[src/rtl/rreg_pkg.sv]
// Shared types and helpers for the read-register mux arbiter.
// RREG_PARITY_EN widens the Pi transfer to 9 bits (byte + odd parity).
package rreg_pkg;

  localparam logic [1:0] REG_A = 2'd0;
  localparam logic [1:0] REG_B = 2'd1;
  localparam logic [1:0] REG_C = 2'd2;
  localparam logic [1:0] REG_D = 2'd3;

`ifdef RREG_PARITY_EN
  localparam int SH_LEN = 9;
`else
  localparam int SH_LEN = 8;
`endif

  typedef enum logic [1:0] {
    ARB_IDLE = 2'd0,
    ARB_SEL  = 2'd1,
    ARB_CAP  = 2'd2
  } arb_state_e;

  typedef enum logic [1:0] {
    SH_IDLE  = 2'd0,
    SH_WAIT  = 2'd1,
    SH_SHIFT = 2'd2
  } sh_state_e;

  typedef enum logic [1:0] {
    OWN_NONE = 2'd0,
    OWN_TI   = 2'd1,
    OWN_PI   = 2'd2
  } owner_e;

  function automatic logic [3:0] onehot4(
    input logic [1:0] idx
  );
    logic [3:0] oh;
    oh = 4'b0000;
    unique case (idx)
      REG_A: oh = 4'b0001;
      REG_B: oh = 4'b0010;
      REG_C: oh = 4'b0100;
      REG_D: oh = 4'b1000;
      default: oh = 4'b0000;
    endcase
    return oh;
  endfunction

endpackage

[src/rtl/sync_edge.sv]
// Multi-flop synchronizer for an asynchronous input
// followed by a single-cycle rising-edge pulse.
module sync_edge #(
  parameter int SYNC_STAGES = 2
) (
  input  logic clk,
  input  logic reset,
  input  logic d_i,
  output logic rise_o
);

  logic [SYNC_STAGES-1:0] sync_q;
  logic                   prev_q;

  always_ff @(posedge clk or posedge reset) begin
    if (reset) begin
      sync_q <= '0;
      prev_q <= 1'b0;
    end else begin
      sync_q <= {sync_q[SYNC_STAGES-2:0], d_i};
      prev_q <= sync_q[SYNC_STAGES-1];
    end
  end

  assign rise_o = sync_q[SYNC_STAGES-1] & ~prev_q;

endmodule

[src/rtl/rreg_read_arbiter.sv]
// Shares the read-register mux between the TI bus and the Pi serial port.
// Define RREG_PARITY_EN for a 9-bit Pi transfer with odd parity.
module rreg_read_arbiter
  import rreg_pkg::*;
#(
  parameter int SYNC_STAGES = 2
) (
  input  logic       clk,
  input  logic       reset,
  input  logic       ti_rd_req,
  input  logic [1:0] ti_rd_sel,
  output logic [7:0] ti_rd_data,
  output logic       ti_rd_valid,
  input  logic       pi_ld,
  input  logic [1:0] pi_sel,
  input  logic       pi_sclk,
  output logic       pi_sdata,
  output logic       pi_busy,
  output logic [3:0] mux_sel,
  input  logic [7:0] mux_o
);

  logic ld_rise;
  logic sclk_rise;
  logic [SYNC_STAGES-1:0][1:0] sel_sync_q;

  sync_edge #(.SYNC_STAGES(SYNC_STAGES)) u_ld (
    .clk    (clk),
    .reset  (reset),
    .d_i    (pi_ld),
    .rise_o (ld_rise)
  );

  sync_edge #(.SYNC_STAGES(SYNC_STAGES)) u_sclk (
    .clk    (clk),
    .reset  (reset),
    .d_i    (pi_sclk),
    .rise_o (sclk_rise)
  );

  logic ti_req_q;
  logic ti_edge;
  logic ti_pend_q, ti_pend_d;
  logic pi_pend_q, pi_pend_d;
  logic [1:0] ti_idx_q, ti_idx_d;
  logic [1:0] pi_idx_q, pi_idx_d;

  arb_state_e arb_q, arb_d;
  owner_e     own_q, own_d;
  logic       grant_ti, grant_pi, cap_pi;
  logic [3:0] mux_sel_q, mux_sel_d;
  logic [7:0] ti_data_q, ti_data_d;
  logic       ti_valid_q, ti_valid_d;

  sh_state_e         sh_q, sh_d;
  logic [SH_LEN-1:0] shreg_q, shreg_d;
  logic [SH_LEN-1:0] sh_load;
  logic [3:0]        cnt_q, cnt_d;

  assign ti_edge = ti_rd_req & ~ti_req_q;

`ifdef RREG_PARITY_EN
  assign sh_load = {mux_o, ~^mux_o};
`else
  assign sh_load = mux_o;
`endif

  always_ff @(posedge clk or posedge reset) begin
    if (reset) begin
      sel_sync_q <= '0;
      ti_req_q   <= 1'b0;
      ti_pend_q  <= 1'b0;
      pi_pend_q  <= 1'b0;
      ti_idx_q   <= 2'd0;
      pi_idx_q   <= 2'd0;
      arb_q      <= ARB_IDLE;
      own_q      <= OWN_NONE;
      mux_sel_q  <= 4'd0;
      ti_data_q  <= 8'd0;
      ti_valid_q <= 1'b0;
      sh_q       <= SH_IDLE;
      shreg_q    <= '0;
      cnt_q      <= 4'd0;
    end else begin
      sel_sync_q <= {sel_sync_q[SYNC_STAGES-2:0], pi_sel};
      ti_req_q   <= ti_rd_req;
      ti_pend_q  <= ti_pend_d;
      pi_pend_q  <= pi_pend_d;
      ti_idx_q   <= ti_idx_d;
      pi_idx_q   <= pi_idx_d;
      arb_q      <= arb_d;
      own_q      <= own_d;
      mux_sel_q  <= mux_sel_d;
      ti_data_q  <= ti_data_d;
      ti_valid_q <= ti_valid_d;
      sh_q       <= sh_d;
      shreg_q    <= shreg_d;
      cnt_q      <= cnt_d;
    end
  end

  // A fresh edge wins over the clear from a same-cycle grant.
  always_comb begin
    ti_pend_d = ti_pend_q;
    ti_idx_d  = ti_idx_q;
    pi_pend_d = pi_pend_q;
    pi_idx_d  = pi_idx_q;
    if (grant_ti) ti_pend_d = 1'b0;
    if (grant_pi) pi_pend_d = 1'b0;
    if (ti_edge) begin
      ti_pend_d = 1'b1;
      ti_idx_d  = ti_rd_sel;
    end
    if (ld_rise) begin
      pi_pend_d = 1'b1;
      pi_idx_d  = sel_sync_q[SYNC_STAGES-1];
    end
  end

  always_comb begin
    arb_d    = arb_q;
    own_d    = own_q;
    grant_ti = 1'b0;
    grant_pi = 1'b0;
    unique case (arb_q)
      ARB_IDLE: begin
        if (ti_pend_q) begin
          grant_ti = 1'b1;
          own_d    = OWN_TI;
          arb_d    = ARB_SEL;
        end else if (pi_pend_q) begin
          grant_pi = 1'b1;
          own_d    = OWN_PI;
          arb_d    = ARB_SEL;
        end
      end
      ARB_SEL: arb_d = ARB_CAP;
      ARB_CAP: begin
        arb_d = ARB_IDLE;
        own_d = OWN_NONE;
      end
      default: begin
        arb_d = ARB_IDLE;
        own_d = OWN_NONE;
      end
    endcase
  end

  always_comb begin
    mux_sel_d  = mux_sel_q;
    ti_data_d  = ti_data_q;
    ti_valid_d = 1'b0;
    cap_pi     = 1'b0;
    if (grant_ti) mux_sel_d = onehot4(ti_idx_q);
    if (grant_pi) mux_sel_d = onehot4(pi_idx_q);
    if (arb_q == ARB_CAP) begin
      mux_sel_d = 4'd0;
      if (own_q == OWN_TI) begin
        ti_data_d  = mux_o;
        ti_valid_d = 1'b1;
      end
      if (own_q == OWN_PI) cap_pi = 1'b1;
    end
  end

  // A new load during a shift restarts from the recaptured byte.
  always_comb begin
    sh_d    = sh_q;
    shreg_d = shreg_q;
    cnt_d   = cnt_q;
    unique case (sh_q)
      SH_IDLE: if (ld_rise) sh_d = SH_WAIT;
      SH_WAIT: begin
        if (cap_pi && !ld_rise) begin
          sh_d    = SH_SHIFT;
          shreg_d = sh_load;
          cnt_d   = 4'd0;
        end
      end
      SH_SHIFT: begin
        if (ld_rise) begin
          sh_d = SH_WAIT;
        end else if (sclk_rise) begin
          shreg_d = shreg_q << 1;
          cnt_d   = cnt_q + 4'd1;
          if (cnt_q == 4'(SH_LEN - 1)) sh_d = SH_IDLE;
        end
      end
      default: sh_d = SH_IDLE;
    endcase
  end

  assign ti_rd_data  = ti_data_q;
  assign ti_rd_valid = ti_valid_q;
  assign mux_sel     = mux_sel_q;
  assign pi_busy     = (sh_q != SH_IDLE);
  assign pi_sdata    = (sh_q == SH_SHIFT) & shreg_q[SH_LEN-1];

endmodule

[config.mk]
export PLATFORM = sky130hd
export DESIGN_NAME = rreg_read_arbiter
export DESIGN_NICKNAME = d
export VERILOG_FILES = /design/src/rtl/rreg_pkg.sv /design/src/rtl/sync_edge.sv /design/src/rtl/rreg_read_arbiter.sv
export SDC_FILE = /design/constraint.sdc
export NUM_CORES = 1
export LEC_CHECK = 0
export BUFFER_PORTS_ARGS = -buffer_cell sky130_fd_sc_hd__buf_2
export CORE_MARGIN = 10
export CORE_UTILIZATION = 40
export CTS_CLUSTER_DIAMETER = 120
export DETAILED_ROUTE_END_ITERATION = 8
export PLACE_DENSITY = 0.69
export SYNTH_ARGS = -nofsm -noshare
export SYNTH_HDL_FRONTEND = slang
export SYNTH_SLANG_ARGS = --single-unit
[constraint.sdc]
create_clock -name clk -period 3.05 [get_ports clk]
set_clock_uncertainty 0.2 [all_clocks]
set_input_delay 0.61 -clock clk [delete_from_list [all_inputs] [get_ports clk]]
set_output_delay 0.61 -clock clk [all_outputs]
set_load 0.005 [all_outputs]
==> results by group, run 1 <==
Run status
  – Status: complete, no violations

STA
  – PnR worst setup slack: 1.003 ns
  – Final Hold Fails: 0
  – Total negative slack: 0 ns
  – Actual slew at the worst max-slew pin: 0.9522 ns
  – Max Fclk: 488.4 MHz
  – Final Critical Period: 2.048 ns
  – RSZ-0062 raised after global routing: false
  – Tcrit/Tclk final: 67.13%
  – Rel. slew slack: 36.43%
  – Final setup fails: 0
  – Slew Viols, Final: 0

Detailed routing
  – Iter 0 DRT Violations: 56
  – DR vias: 1250
  – # DRC: 0
  – Routed Antenna Nets: 0
  – DRT Wirelength: 3738 µm
  – Routed vias/inst: 4.808
  – Pre-Repair DR Iteration Count: 4
  – Wirelength per Cell: 14.38 µm

Floorplan
  – Die Span X: 91.67 µm
  – # rows: 26
  – Num ports: 32
  – Die area: 8402 µm²
  – Initial Util: 40.74%
  – Die Ht: 91.67 µm
  – Core box area: 5042 µm²

Clocking
  – Clock Tree Buf Depth: 2
  – Postcts setup bufs: 0
  – Post-CTS Hold Fix Bufs: 0
  – Clock root buffer master: clkbuf_8
  – Resize count post-CTS: 0
  – Clock latency on the worst-skew pair: 0.30 ns
  – CTS Buf Count: 5
  – H-tree Lvls: 2
  – Clk sink count: 48
  – CTS tree: built
  – Clk pin slew, worst setup/hold paths: 0.09 ns

Setup path
  – Crit path DAT: 1.24 ns
  – Critical path type: register to primary output
  – Critical path startpoint category: register
  – Crit. End Element: primary output
  – Worst EP required: 2.24 ns
  – CP max FO: 5

Place
  – Gpl congestion: 0.7244
  – DP Wirelength: 2645 µm
  – IO buf count: 31
  – Pre-CTS WS: 1.130 ns

Yosys
  – Register bit total from synthesis: 48
  – Cell count after synthesis: 155
  – Cell Area, Synth: 2054 µm²
  – Avg Synthesized Cell Area: 13.25 µm²
  – Post-synth top area share: 58.47%
  – Compound-Gate Fraction of Synth Area: 6.638%
  – Top-count cell post-synth: dfrtp_1
  – Synth cell count leaders: dfrtp_1 (48), mux2_2 (19), nand2_1 (11), o21ai_0 (11), inv_1 (8)
  – Asr flop ratio synth: 100.0%
  – XOR/XNOR share of the synthesized area: 0.4263%
  – Register area share after synthesis: 58.47%
  – Top cells by area, synth: dfrtp_1 (58%), mux2_2 (10%), mux2_4 (4.4%)
  – Net count of the mapped netlist: 173
  – Simple-gate share of the synthesized area: 14.19%
  – Synth Area in Adders: 0.6090%
  – Cell taking the most area after synthesis: dfrtp_1
  – Number of synthesized flops with an enable pin: 0
  – Unique masters post-synth: 33
  – Syn. warnings: 0
  – Main synth FF type: dfrtp_1
  – Mux cell area share after synthesis: 16.26%
  – Largest family of logic cells by synthesized area: multiplexers

Finish
  – Layout cells sized above 1: 40.53%
  – Ant diodes: 0
  – Nets: 207
  – P&R area growth vs syn: 15.10%
  – Core Util, Final: 46.90%

Min path
  – Hold Crit Class: register to register

GRT
  – Largest net degree at the start of global routing: 49
  – Initial antenna violation count: 0
  – GR Util All Layers: 9.307%
  – First-pass GRT wire length: 6375 µm
  – Vias in the first global route: 1336
  – Grt ovf: 0

Run
  – Max-cap violations: 0

Pwr
  – Leakage power figure: 1.110 nW
  – VDD IR-drop max: 0.5243 mV
  – PwrDens: 794.7 nW/µm²
## through the flow
step                      instances  hold slack (ns)  power, mW  cell area [µm²]
after floorplan                 155           0.1312      1.315             2054
after global placement          252           0.1323      1.487             2271
after detailed placement        252           0.1347      1.511             2271
after CTS                       260           0.1543      1.907             2365
after global routing            260           0.1641      2.019             2365
final                           260           0.1516      1.879             2365
## metal layers
| metal | global-route usage [%] | part of all wire, % |
|---|---|---|
| met1 | 10.45 | 45 |
| met2 | 16.00 | 48 |
| met3 | 3.341 | 4.8 |
| met4 | 3.133 | 1.4 |
| met5 | 0 | 0 |
## final timing paths
path	startpoint	to	slack [ns]	cells past startpoint
max in group asynchronous	reset	ti_rd_data[1]$_DFFE_PP0P_	1.73	2
min	sel_sync_q[1]$_DFF_PP0_	sel_sync_q[3]$_DFF_PP0_	0.15	0
min reg2reg	sel_sync_q[1]$_DFF_PP0_	sel_sync_q[3]$_DFF_PP0_	0.15	0
max	sh_q[0]$_DFFE_PP0P_	pi_busy	1.00	2
max reg2reg	sh_q[1]$_DFFE_PP0P_	shreg_q[4]$_DFFE_PP0P_	1.08	4
min in group asynchronous	reset	pi_idx_q[0]$_DFFE_PP0P_	0.33	2
## worst max-delay path, cell delays in order (launching register included)
cell and delay, ns:
dfrtp_1 0.47, or2_2 0.32, buf_2 0.14
## cells by family after synthesis
logic type | after synthesis
adder cells (fa/ha/maj) | 1
buffers and inverters | 13
XOR/XNOR | 1
AO/OA/AOI/OAI | 23
flip-flops | 48
AND/OR/NAND/NOR | 41
multiplexers | 28
## cell usage in the layout, fill, tap and decap left out, types with 5 or more instances in the layout
master and instances:
clkbuf_8 6, mux2_4 6, buf_2 31, dfrtp_1 48, nand2_1 11, nor2_1 5
nand3_1 6, inv_1 7, o21ai_0 11, mux2_2 19
## sequential cells by signal, indices dropped and copies added (netlist names), 2 cells and up
register,count
sh_q,2
sel_sync_q,4
cnt_q,4
mux_sel,4
own_q,2
shreg_q,8
ti_rd_data,8
arb_q,2
u_sclk.sync_q,2
pi_idx_q,2
ti_idx_q,2
u_ld.sync_q,2
## power by group
group          internal (mW)  switching, mW  total [mW]  leakage [nW]
clock network          0.184          0.204       0.388        0.0445
registers              0.831          0.155       0.987         0.587
logic                  0.282          0.222       0.504         0.478
total                   1.30          0.581        1.88          1.11
## layout make-up
cell class                      count  area [µm²]
Clock buffer                        7       86.33
Clock inverter                      1       7.507
Fill cell                         457        2678
Inverter                            8       30.03
Multi-Input combinational cell     94       789.5
Sequential cell                    48        1201
Tap cell                           70       87.58
Timing Repair Buffer               32       162.7
(Power assumes the default switching activity.)
==> inputs of run 2 (changes only) <==
--- a/config.mk
+++ b/config.mk
@@ -10,7 +10,7 @@
 export CORE_UTILIZATION = 40
 export CTS_CLUSTER_DIAMETER = 120
 export DETAILED_ROUTE_END_ITERATION = 8
-export PLACE_DENSITY = 0.69
+export PLACE_DENSITY = 0.71
 export SYNTH_ARGS = -nofsm -noshare
 export SYNTH_HDL_FRONTEND = slang
 export SYNTH_SLANG_ARGS = --single-unit
==> constraint.sdc (replaced) <==
create_clock -name clk -period 1.7 [get_ports clk]
set_clock_uncertainty 0.2 [all_clocks]
set_input_delay 0.34 -clock clk [delete_from_list [all_inputs] [get_ports clk]]
set_output_delay 0.34 -clock clk [all_outputs]
set_load 0.005 [all_outputs]
==> run 2 against run 1 <==
  * The flow now finishes with violations (negative setup slack)
  * Sequential cell count is the same
  * Non-clock buffer count grew 24
  * Clock-buffer cell count shrank 2
  * Global-route usage grew 0.56 points
  * Routed wire length grew 5.4%
  * Highest routed layer unchanged
  * Utilization grew 5.6 points
  * Combinational power grew 140%
  * Critical path depth grew 1
  * Cell count grew 8.8%
  * Total power grew 110%
  * Register-to-register slack lost 1.1 ns
  * Die area is the same
==> results by group, run 2 (synthesized netlist as in run 1, its figures left out) <==
Place
  – DP Wirelength: 2760 µm (+4.4%)
  – Gpl congestion: 0.8051 (+11%)
  – IO buf count: 31 (unchanged)
  – Placed cells: 262 (+4.0%)

Finish
  – Commonest non-fill, non-tap cell in the layout: dfrtp_1
  – Nets: 231 (+12%)
  – Layout fillers: 424 (-7.2%)
  – Final cell count without fillers: 283 (+8.8%)
  – Core Util, Final: 52.51% (+5.6 points)
  – P&R area growth vs syn: 28.87%
  – Multi-input logic area: 805.8 µm² (+2.1%)
  – Register area: 1201 µm² (unchanged)
  – Layout cells sized above 1: 46.01% (+5.5 points)
  – Ant diodes: 0 (unchanged)
  – Commonest non-fill, non-tap cells in the layout: dfrtp_1 (48), buf_2 (30), mux2_2 (19)

Floorplan
  – Die area: 8402 µm² (unchanged)
  – Initial Util: 40.74% (unchanged)
  – Die Span X: 91.67 µm (unchanged)
  – Die Ht: 91.67 µm (unchanged)
  – # rows: 26 (unchanged)
  – Num ports: 32 (unchanged)
  – Core box area: 5042 µm² (unchanged)

Clocking
  – H-tree Lvls: 2 (unchanged)
  – Clk sink count: 48 (unchanged)
  – Clock Tree Buf Depth: 2 (unchanged)
  – Clock latency on the worst-skew pair: 0.30 ns (about the same)
  – CTS tree: built
  – Clock root buffer master: clkbuf_8
  – Clk pin slew, worst setup/hold paths: 0.08 ns (about the same)
  – CTS Buf Count: 5 (unchanged)

STA
  – Final Critical Period: 1.732 ns
  – Slew Viols, Final: 0 (unchanged)
  – Tcrit/Tclk final: 101.9%
  – PnR worst setup slack: -0.03177 ns (-1.034 ns)
  – Actual slew at the worst max-slew pin: 0.4978 ns (-0.4544 ns)
  – Max Fclk: 577.4 MHz
  – Final Hold Fails: 0 (unchanged)
  – RSZ-0062 raised after global routing: true
  – Rel. slew slack: 66.46% (+30 points)
  – Final setup fails: 1 (+1)

Setup path
  – Critical path type: register to primary output
  – Crit. End Element: primary output
  – Crit path DAT: 1.19 ns (-0.05 ns)
  – Worst EP required: 1.16 ns (-1.08 ns)
  – Critical path startpoint category: register
  – CP max FO: 3 (-2)

Detailed routing
  – DR vias: 1331 (+6.5%)
  – Routed met1 length: 1787 µm (+5.4%)
  – Wirelength per Cell: 13.93 µm (-3.1%)
  – Iter 0 DRT Violations: 71 (+27%)
  – Met3 wire length: 99 µm (-45%)
  – Routed met2 length: 1975 µm (+9.1%)
  – # DRC: 0 (unchanged)
  – Routed vias/inst: 4.703 (-2.2%)
  – Routed Antenna Nets: 0 (unchanged)
  – DRT Wirelength: 3941 µm (+5.4%)
  – Pre-Repair DR Iteration Count: 5 (+1)
  – Max layer used: met4

Run status
  – Failing checks: negative setup slack
  – Status: finished, violations left

Pwr
  – Leakage power figure: 1.254 nW (+13%)
  – Int Power: 2.760 mW (+110%)
  – VDD IR-drop max: 0.7594 mV (+45%)
  – Psw: 1.096 mW (+89%)
  – Clock network power share: 24.4% (+3.7 points)
  – Comb power frac: 31.0% (+4.2 points)
  – Switching Fraction: 28.43% (-2.5 points)
  – PwrDens: 1457 nW/µm² (+83%)
  – Reg power frac: 44.6% (-7.9 points)

Run
  – Max-cap violations: 0 (unchanged)

GRT
  – First-pass GRT wire length: 6768 µm (+6.2%)
  – Largest net degree at the start of global routing: 29 (-41%)
  – Grt ovf: 0 (unchanged)
  – GR Util All Layers: 9.869% (+0.56 points)
  – Vias in the first global route: 1444 (+8.1%)
  – Initial antenna violation count: 0 (unchanged)

Min path
  – Hold Crit Class: primary input to register
run 2: through the flow:
stage / hold WS (ns) / setup TNS (ns) / power, mW / setup slack, ns / instance area (µm²)
after floorplan: 0.1312 / -0.2074 / 2.377 / -0.03457 / 2061
after global placement: 0.09731 / 0 / 2.740 / 0.02211 / 2359
after detailed placement: 0.1027 / -0.1916 / 2.781 / -0.03847 / 2359
after CTS: 0.06160 / -0.1052 / 3.803 / -0.06251 / 2605
after global routing: 0.06961 / -0.3039 / 4.120 / -0.08287 / 2648
final: 0.07384 / -0.03177 / 3.856 / -0.03177 / 2648
run 2: final timing paths:
path / slack, ns / cells after the start / from / end
worst max-delay path: -0.03 / 3 / sh_q[0]$_DFFE_PP0P_ / pi_busy
worst min-delay path: 0.07 / 2 / ti_rd_sel[0] / ti_idx_q[0]$_DFFE_PP0P_
worst max register to register: 0.02 / 4 / arb_q[0]$_DFFE_PP0P_ / shreg_q[2]$_DFFE_PP0P_
worst min register to register: 0.15 / 0 / u_sclk.sync_q[0]$_DFF_PP0_ / u_sclk.sync_q[1]$_DFF_PP0_
max in group asynchronous: 0.52 / 4 / reset / sh_q[0]$_DFFE_PP0P_
min in group asynchronous: 0.33 / 3 / reset / ti_req_q$_DFF_PP0_
run 2: timing repair:
item | in CTS | in global routing
pin swaps | 2 | 3
gates resized for setup | 7 | 6
endpoints found under the hold margin | 15 | 0
buffers inserted | 5 | 3
cloned | 0 | 0
endpoints found under the setup margin | 8 | 12
hold buffers | 6 | 0
run 2: metal layers:
layer,vias to the layer above,track usage (%)
li1,658,-
met1,648,11.69
met2,20,16.23
met3,5,2.445
met4,0,5.091
met5,-,0
run 2: final cells by class:
type                            instances  area share [%]
Multi-Input combinational cell         94           30.43
Sequential cell                        48           45.37
Tap cell                               70           3.308
Inverter                                8           1.229
Clock inverter                          2           2.268
Timing Repair Buffer                   56           14.79
Clock buffer                            5           2.599
run 2: critical path, cell delays in order, from the launching register on:
cell	delay (ns)
dfrtp_1	0.42
buf_6	0.14
or2_4	0.22
buf_6	0.11
run 2: power groups by stage:
| stage | Combinational (mW) | Sequential (mW) | Clock [mW] |
|---|---|---|---|
| detailed placement | 1.05 | 1.73 | 0 |
| global placement | 1.02 | 1.72 | 0 |
| floorplan | 0.669 | 1.71 | 0 |
| global route | 1.33 | 1.78 | 1.01 |
| finish | 1.20 | 1.72 | 0.941 |
| CTS | 1.12 | 1.71 | 0.966 |
==> inputs of run 3 (changes only) <==
--- a/config.mk
+++ b/config.mk
@@ -6,11 +6,15 @@
 export NUM_CORES = 1
 export LEC_CHECK = 0
 export BUFFER_PORTS_ARGS = -buffer_cell sky130_fd_sc_hd__buf_2
+export CELL_PAD_IN_SITES_DETAIL_PLACEMENT = 2
+export CELL_PAD_IN_SITES_GLOBAL_PLACEMENT = 2
 export CORE_MARGIN = 10
-export CORE_UTILIZATION = 40
+export CORE_UTILIZATION = 34
 export CTS_CLUSTER_DIAMETER = 120
 export DETAILED_ROUTE_END_ITERATION = 8
-export PLACE_DENSITY = 0.71
+export PLACE_DENSITY = 0.83
+export REMOVE_ABC_BUFFERS = 1
+export SLEW_MARGIN = 20
 export SYNTH_ARGS = -nofsm -noshare
 export SYNTH_HDL_FRONTEND = slang
 export SYNTH_SLANG_ARGS = --single-unit
==> run 3 against run 2 <==
  * The run still ends with negative setup slack left
  * Combinational power rose by 11%
  * Sequential power rose by 3%
  * Clock-buffer cell count rose by 2
  * Maximum frequency fell by 3.1%
  * Worst hold slack got worse by 0.015 ns
  * Critical path type is now register to register
  * Largest cell class unchanged
  * Largest power group unchanged
==> results by group, run 3 (synthesized netlist as in run 1, its figures left out) <==
Clocking
  – Clock Tree Buf Depth: 2 (unchanged)
  – Clock latency on the worst-skew pair: 0.31 ns (about the same)
  – Clk pin slew, worst setup/hold paths: 0.09 ns (about the same)
  – Clock root buffer master: clkbuf_8
  – H-tree Lvls: 2 (unchanged)
  – CTS tree: built
  – Clk sink count: 48 (unchanged)
  – CTS Buf Count: 5 (unchanged)

Pwr
  – Comb power frac: 34.8% (+3.8 points)
  – Switching Fraction: 32.50% (+4.1 points)
  – Int Power: 2.590 mW (-6.2%)
  – PwrDens: 1405 nW/µm² (-3.5%)
  – Clock network power share: 19.0% (-5.4 points)
  – Leakage power figure: 1.302 nW (+3.8%)
  – VDD IR-drop max: 0.7135 mV (-6.0%)
  – Reg power frac: 46.3% (+1.7 points)
  – Psw: 1.247 mW (+14%)

Finish
  – Ant diodes: 0 (unchanged)
  – Commonest non-fill, non-tap cell in the layout: dfrtp_1
  – P&R area growth vs syn: 32.95%
  – Post-route cell area: 2731 µm² (+3.2%)
  – Core Util, Final: 46.41% (-6.1 points)
  – Nets: 235 (+1.7%)
  – Final cell count without fillers: 293 (+3.5%)
  – Layout fillers: 590 (+39%)
  – Commonest non-fill, non-tap cells in the layout: dfrtp_1 (47), buf_2 (30), buf_4 (15)
  – Layout cells sized above 1: 49.08% (+3.1 points)

Run status
  – Status: finished, violations left
  – Failing checks: negative setup slack

Run
  – Max-cap violations: 0 (unchanged)

Floorplan
  – Core box area: 5886 µm² (+17%)
  – Die Ht: 97.74 µm (+6.6%)
  – Die area: 9552 µm² (+14%)
  – Die Span X: 97.74 µm (+6.6%)
  – # rows: 28 (+7.7%)
  – Num ports: 32 (unchanged)
  – Initial Util: 34.91% (-5.8 points)

Place
  – IO buf count: 31 (unchanged)
  – Post-DP Area: 2385 µm² (+1.1%)
  – Pre-CTS WS: -0.004731 ns (+0.03374 ns)
  – DP Wirelength: 3703 µm (+34%)
  – Placed cells: 268 (+2.3%)
  – Gpl congestion: 0.7195 (-11%)

Detailed routing
  – # DRC: 0 (unchanged)
  – DRT Wirelength: 5315 µm (+35%)
  – Max layer used: met4
  – Routed vias/inst: 4.857 (+3.3%)
  – Wirelength per Cell: 18.14 µm (+30%)
  – Routed met2 length: 2814 µm (+42%)
  – Routed met1 length: 2214 µm (+24%)
  – Met3 wire length: 195 µm (+97%)
  – Pre-Repair DR Iteration Count: 3 (-2)
  – Iter 0 DRT Violations: 14 (-80%)
  – DR vias: 1423 (+6.9%)
  – Routed Antenna Nets: 0 (unchanged)

Setup path
  – FF-to-FF End: shreg_q[1]$_DFFE_PP0P_
  – FF-to-FF setup slack: -0.09 ns (-0.11 ns)
  – Critical path type: register to register
  – CP startpoint: sh_q[0]$_DFFE_PP0P_
  – Worst EP required: 1.70 ns (+0.54 ns)
  – R2R depth: 5 (+1)
  – CP endpoint: shreg_q[1]$_DFFE_PP0P_
  – Crit path DAT: 1.79 ns (+0.60 ns)
  – CP max FO: 7 (+4)
  – Crit. End Element: register
  – RR Startpoint: sh_q[0]$_DFFE_PP0P_
  – Critical path startpoint category: register

GRT
  – GR Util All Layers: 11.15% (+1.3 points)
  – Vias in the first global route: 1717 (+19%)
  – First-pass GRT wire length: 8687 µm (+28%)
  – Grt ovf: 0 (unchanged)
  – Largest net degree at the start of global routing: 36 (+24%)
  – Initial antenna violation count: 0 (unchanged)

STA
  – Total negative slack: -0.5971 ns (-0.5653 ns)
  – Slew Viols, Final: 0 (unchanged)
  – PnR worst setup slack: -0.08717 ns (-0.05540 ns)
  – Rel. slew slack: 61.64% (-4.8 points)
  – RSZ-0062 raised after global routing: true
  – Final Critical Period: 1.787 ns (+0.05540 ns)
  – Final Hold Fails: 0 (unchanged)
  – Max Fclk: 559.5 MHz (-3.1%)
  – Final setup fails: 9 (+8)
  – Actual slew at the worst max-slew pin: 0.5694 ns (+0.07162 ns)
  – Tcrit/Tclk final: 105.1% (+3.3 points)

Min path
  – Min-delay src: ti_rd_sel[1]
  – Hold Crit Class: primary input to register
run 3: cell count changes in the layout (fill, tap and decap cells not counted), moves of 2 or more:
cell	previous run	this run
o21ai_0	9	7
mux2_4	6	12
o21ai_1	2	4
mux2_2	19	13
bufinv_16	2	0
buf_6	5	7
run 3: cell type report:
class | count | area [µm²] | area share [%]
tap | 75 | 93.84 | 3.436
multi-input combinational | 94 | 867.1 | 31.75
sequential | 48 | 1202 | 44.02
timing repair buffer | 60 | 441.7 | 16.17
clock inverter | 1 | 7.507 | 0.2749
inverter | 8 | 32.53 | 1.191
clock buffer | 7 | 86.33 | 3.161
run 3: worst min path at each step:
stage	to	cells past startpoint
floorplan	sel_sync_q[2]$_DFF_PP0_	0
global placement	ti_rd_data[3]$_DFFE_PP0P_	2
detailed placement	ti_rd_data[3]$_DFFE_PP0P_	2
CTS	ti_idx_q[1]$_DFFE_PP0P_	2
global route	ti_idx_q[1]$_DFFE_PP0P_	2
finish	ti_idx_q[1]$_DFFE_PP0P_	2
run 3: power groups by stage:
stage	registers, mW	logic (mW)	clock network (mW)
2_1_floorplan	1.74	0.598	0
3_3_place_gp	1.73	1.06	0
3_5_place_dp	1.77	1.11	0
4_1_cts	1.76	1.27	0.750
5_1_grt	1.83	1.48	0.800
6_report	1.78	1.33	0.727
run 3: metrics by stage:
stage | hold slack [ns] | power [mW]
detailed placement | 0.1115 | 2.874
CTS | 0.04836 | 3.784
global route | 0.04374 | 4.116
global placement | 0.1103 | 2.791
floorplan | 0.1312 | 2.336
finish | 0.05850 | 3.837
run 3: worst max-delay path, stage by stage, from the launching register on:
cell and delay, ns:
dfrtp_1 0.44, buf_6 0.14, nor2b_4 0.18, buf_12 0.15, mux2_4 0.31, mux2_4 0.25
run 3: metal layers:
layer | global-route usage [%] | vias to the layer above
li1 | - | 668
met1 | 11.87 | 712
met2 | 20.69 | 35
met3 | 2.537 | 8
met4 | 4.474 | 0
met5 | 0 | -
run 3: repair_timing:
action | 4_1_cts | 5_1_grt
endpoints found under the setup margin | 12 | 24
hold buffers | 6 | 0
resized for setup | 17 | 15
pin swaps | 2 | 5
setup buffers | 7 | 4
endpoints found under the hold margin | 18 | 0
